**src/rtl/ps2_frame_rx.sv**
```systemverilog
// PS/2 keyboard frame receiver: synchronizes and deglitches the PS/2 lines,
// decodes 11-bit frames and folds E0/F0 prefixes into is_ext/is_break flags.
module ps2_frame_rx #(
  parameter int FILTER_LEN     = 8,
  parameter int TIMEOUT_CYCLES = 50000
) (
  input  logic       clk,
  input  logic       rst_n,
  input  logic       ps2k_clk,
  input  logic       ps2k_data,
  output logic [7:0] code,
  output logic       code_valid,
  output logic       is_break,
  output logic       is_ext,
  output logic       frame_err
);

  localparam int FW = $clog2(FILTER_LEN + 1);
  localparam int TW = $clog2(TIMEOUT_CYCLES + 1);
  localparam logic [FW-1:0] FLT_LAST = FW'(FILTER_LEN - 1);
  localparam logic [TW-1:0] TMO_LAST = TW'(TIMEOUT_CYCLES - 1);

  typedef enum logic [1:0] {IDLE, DATA, PARITY, STOP} state_t;

  state_t        state;
  logic          clk_s1, clk_s2, data_s1, data_s2;
  logic          filt_clk, filt_prev;
  logic [FW-1:0] flt_cnt;
  logic [TW-1:0] tmo_cnt;
  logic [2:0]    bit_cnt;
  logic [7:0]    shift;
  logic          par_bit;
  logic          ext_pending, brk_pending;
  logic          fall;

  assign fall = filt_prev & ~filt_clk;

  // Sync flops and filter reset to 1 so the bus looks idle out of reset.
  always_ff @(posedge clk or negedge rst_n) begin
    if (!rst_n) begin
      clk_s1    <= 1'b1;
      clk_s2    <= 1'b1;
      data_s1   <= 1'b1;
      data_s2   <= 1'b1;
      filt_clk  <= 1'b1;
      filt_prev <= 1'b1;
      flt_cnt   <= '0;
    end else begin
      clk_s1    <= ps2k_clk;
      clk_s2    <= clk_s1;
      data_s1   <= ps2k_data;
      data_s2   <= data_s1;
      filt_prev <= filt_clk;
      if (clk_s2 == filt_clk) begin
        flt_cnt <= '0;
      end else if (flt_cnt == FLT_LAST) begin
        filt_clk <= clk_s2;
        flt_cnt  <= '0;
      end else begin
        flt_cnt <= flt_cnt + FW'(1);
      end
    end
  end

  always_ff @(posedge clk or negedge rst_n) begin
    if (!rst_n) begin
      state       <= IDLE;
      tmo_cnt     <= '0;
      bit_cnt     <= '0;
      shift       <= '0;
      par_bit     <= 1'b0;
      ext_pending <= 1'b0;
      brk_pending <= 1'b0;
      code        <= '0;
      code_valid  <= 1'b0;
      is_break    <= 1'b0;
      is_ext      <= 1'b0;
      frame_err   <= 1'b0;
    end else begin
      code_valid <= 1'b0;
      frame_err  <= 1'b0;
      if (state == IDLE || fall) tmo_cnt <= '0;
      else                       tmo_cnt <= tmo_cnt + TW'(1);

      if (state != IDLE && !fall && tmo_cnt == TMO_LAST) begin
        state       <= IDLE;
        frame_err   <= 1'b1;
        ext_pending <= 1'b0;
        brk_pending <= 1'b0;
      end else if (fall) begin
        case (state)
          IDLE: begin
            if (!data_s2) begin
              state   <= DATA;
              bit_cnt <= '0;
            end
          end
          DATA: begin
            shift   <= {data_s2, shift[7:1]};
            bit_cnt <= bit_cnt + 3'd1;
            if (bit_cnt == 3'd7) state <= PARITY;
          end
          PARITY: begin
            par_bit <= data_s2;
            state   <= STOP;
          end
          STOP: begin
            state <= IDLE;
            // Good frame needs stop=1 and odd parity over data plus parity bit.
            if (data_s2 && (^{shift, par_bit})) begin
              if (shift == 8'hE0) begin
                ext_pending <= 1'b1;
              end else if (shift == 8'hF0) begin
                brk_pending <= 1'b1;
              end else begin
                code        <= shift;
                is_break    <= brk_pending;
                is_ext      <= ext_pending;
                code_valid  <= 1'b1;
                ext_pending <= 1'b0;
                brk_pending <= 1'b0;
              end
            end else begin
              frame_err   <= 1'b1;
              ext_pending <= 1'b0;
              brk_pending <= 1'b0;
            end
          end
          default: state <= IDLE;
        endcase
      end
    end
  end

endmodule

```
**config.mk**
```make
export PLATFORM = sky130hd
export DESIGN_NAME = ps2_frame_rx
export DESIGN_NICKNAME = d
export VERILOG_FILES = /design/src/rtl/ps2_frame_rx.sv
export SDC_FILE = /design/constraint.sdc
export NUM_CORES = 1
export LEC_CHECK = 0
export ABC_AREA = 1
export CORE_MARGIN = 2
export CORE_UTILIZATION = 44
export DETAILED_ROUTE_END_ITERATION = 10
export PLACE_DENSITY = 0.68
export SLEW_MARGIN = 20
export SYNTH_ARGS = -nofsm -noshare
export SYNTH_HDL_FRONTEND = slang
export SYNTH_SLANG_ARGS = --single-unit
```
**constraint.sdc**
```tcl
create_clock -name clk -period 3.4 [get_ports clk]
set_input_delay 0.34 -clock clk [delete_from_list [all_inputs] [get_ports clk]]
set_output_delay 0.34 -clock clk [all_outputs]
set_load 0.03 [all_outputs]
```
==> summary.txt <==
Synth
  – Synth top area share: 44.7%
  – Syn nets: 330
  – Post-synth top cells: nand2_1, dfrtp_1, inv_1
  – Main flop type after synthesis: dfrtp_1
  – Synth Cell Area: about 0.0027 mm²
  – Post-Syn Instances: between 300 and 400
  – Most frequent cell after synthesis: nand2_1
  – Synth cell types: 29
  – Mean Syn Cell Area: about 8.5 µm²
  – Sequential share of the synthesized area: about half
  – Synthesis Warnings: 0
  – Yosys reg bits: 54
  – Area leader, netlist: dfrtp_1
  – Largest cells by area after synthesis: dfrtp_1, nand2_1, dfstp_2
  – Fraction of registers with async set/reset: 100%
  – Post-synth EDFFs: 0

Setup path
  – R2R Setup Slk: approximately 1.5 ns
  – CP endpoint kind: flop
  – CP delay by family, top: simple AND/OR/NAND/NOR gates
  – Critical R2R Launch: filt_prev$_DFF_PN1_
  – Max incr delay on CP: about 0.54 ns
  – Worst path arrival time: 2.09 ns
  – End of the worst register-to-register path: bit_cnt[0]$_DFFE_PN0P_
  – Critical path required time: 3.63 ns
  – Crit Path Category: reg2reg
  – Worst path cell trace: inv_1 > nor2_1 > inv_1 > nor2_2 > nand2_1 > o21ai_0
  – Buffers & Inverters on Critical Path: 2
  – CP dominant cell by count: inv_1
  – FF-to-FF path depth: 6
  – Crit path launch type: flop
  – CP max stage cell: dfstp_2
  – Crit path max fanout: 19

STA
  – Final min period: 1.86 ns
  – Slew margin rel.: between 50% and 60%
  – RSZ-0062 raised after global routing: no
  – Period utilization: 54.8%
  – WHS: about 0.0053 ns
  – Final hold viol count: 0
  – Clock skew: ~0.012 ns
  – Setup TNS: 0 ns
  – FMAX: 537 MHz
  – Fin. max-slew vios: 0
  – Final setup viols: 0
  – Worst slew pin tran: approximately 0.67 ns

Clock tree
  – Postcts setup bufs: 0
  – Clock latency on the worst-skew pair: ~0.31 ns
  – CTS max path bufs: 2
  – H-tree depth reported by CTS: 2
  – Hold-fix buffers, CTS: 0
  – CTS tree: built
  – Num CTS Buffers: 5
  – CTS root buf: clkbuf_8
  – Sink Count: 54
  – Clk slew on worst S/H paths: 0.10 ns
  – Post-cts resize count: 0

Die
  – Core Area: 0.00592 mm²
  – Top-level I/O count: 16
  – Die height: a little over 80 µm
  – # rows: 28
  – Die X: 82.2 µm
  – Initial Util: 45.4%
  – Die area: around 0.0067 mm²

Detailed routing
  – Routed vias: between 2,000 and 2,500
  – DR WL/cell: ~12 µm
  – Drt pass-1 iters: 4
  – DRC viols: 0
  – Routed Antenna Nets: 0
  – Initial DRC count: about 120
  – Total wire length: between 4000 and 5000 µm
  – DR vias/cell: 5.00

Power
  – Worst vdd ir: 200 µV
  – PD cells: about 500 mW/mm²
  – Power, Total: ~1.6 mW
  – Leak pwr: roughly 1.4 nW

GRT
  – GRT Overall Usage: 16.4%
  – GR Overflow Total: 0
  – Pin count of the biggest net entering global routing: 32
  – Vias in the first global route: between 1,500 and 2,000
  – Antenna violations before repair: 0
  – First-pass GRT wire length: 8500 µm

Job
  – Max-Cap Viols: 0

Outcome
  – Outcome: complete, no violations

Final layout
  – P&R area growth vs syn: 12.7%
  – ANT cells: 0
  – Final nets: between 300 and 400
  – Ratio of cells with drive above 1 in the final layout: between 10% and 20%

Placed design
  – Port buffer count: 15
  – Hpwl dp: roughly 3600 µm
  – GPL Wtd Cong: between 0.8 and 0.9

Hold path
  – Worst min path class: in2async
final cells by class:
class	instances	area (µm²)
sequential	54	1360
timing repair buffer	16	153
clock buffer	5	68.8
clock inverter	3	47.5
inverter	40	150
tap	75	93.8
fill	556	2890
multi-input combinational	221	1160
where the power goes:
part | internal [mW] | switching (mW) | leakage (nW)
logic | 0.117 | 0.234 | 0.648
registers | 0.712 | 0.0533 | 0.726
clock network | 0.223 | 0.219 | 0.0587
metrics by stage:
step / cells / instance area (µm²) / util (%) / setup slack, ns
4_1_cts: 414 / 3030 / 51.2 / 1.51
6_report: 414 / 3030 / 51.2 / 1.54
2_1_floorplan: 318 / 2690 / - / 1.86
3_5_place_dp: 406 / 2910 / 49.2 / 1.57
5_1_grt: 414 / 3030 / 51.2 / 1.32
3_3_place_gp: 406 / 2910 / 49.2 / 1.64
kinds of logic (layout without fill, tap and decap cells):
logic type / Yosys count / after routing / synth area share, %
AO/OA/AOI/OAI: 42 / 42 / 9.50
XOR/XNOR: 8 / 8 / 2.61
adder cells (fa/ha/maj): 8 / 8 / 3.72
buffers and inverters: 43 / 64 / 6.38
flip-flops: 54 / 54 / 50.6
multiplexers: 1 / 1 / 0.419
AND/OR/NAND/NOR: 162 / 162 / 26.8
worst max path at each step:
stage,cells after the start,startpoint,to
2_1_floorplan,10,tmo_cnt[0]$_DFF_PN0_,tmo_cnt[14]$_DFF_PN0_
3_3_place_gp,5,filt_prev$_DFF_PN1_,bit_cnt[1]$_DFFE_PN0P_
3_5_place_dp,6,filt_prev$_DFF_PN1_,bit_cnt[0]$_DFFE_PN0P_
4_1_cts,6,filt_prev$_DFF_PN1_,bit_cnt[0]$_DFFE_PN0P_
5_1_grt,7,state[0]$_DFFE_PN0P_,state[0]$_DFFE_PN0P_
6_report,6,filt_prev$_DFF_PN1_,bit_cnt[0]$_DFFE_PN0P_
sequential cells by signal, indices dropped and copies added (netlist names), 2 cells and up:
signal   flops
state        2
flt_cnt      4
code         8
shift        8
bit_cnt      3
tmo_cnt     16
per-layer routing:
| metal | global-route usage, % | share of wire (%) | up-vias | wire [µm] |
|---|---|---|---|---|
| met5 | 0 | 0 | - | 0 |
| met2 | 26.4 | 46 | 27 | 2250 |
| met3 | 3.70 | 2.7 | 9 | 129 |
| li1 | - | - | 1055 | - |
| met4 | 6.33 | 1.8 | 0 | 85 |
| met1 | 21.4 | 49 | 977 | 2380 |
layout by cell type (no fill, tap or decap):
| cell | instances |
|---|---|
| nor2_1 | 33 |
| nor4_1 | 1 |
| mux2_2 | 1 |
| inv_2 | 2 |
| o21ai_1 | 1 |
| nand3_1 | 11 |
| bufinv_16 | 1 |
| ha_1 | 8 |
| clkbuf_8 | 5 |
| clkdlybuf4s50_1 | 14 |
| nand3_2 | 2 |
| nand4_1 | 9 |
| dfstp_2 | 6 |
| o21ai_2 | 8 |
| nor2_2 | 7 |
| nand3_4 | 1 |
| o21ai_0 | 20 |
| buf_4 | 1 |
| clkinv_1 | 1 |
| xnor2_1 | 4 |
| inv_6 | 1 |
| buf_2 | 1 |
| clkinv_4 | 1 |
| o211a_1 | 1 |
| nand3b_1 | 2 |
| nor3_1 | 8 |
| nand2_2 | 2 |
| a32o_1 | 2 |
| a21oi_1 | 10 |
| nor2_4 | 1 |
| dfrtp_1 | 48 |
| inv_1 | 37 |
| nand2_1 | 85 |
| xor2_1 | 4 |
Note: power is estimated with default switching activity, not from simulation.
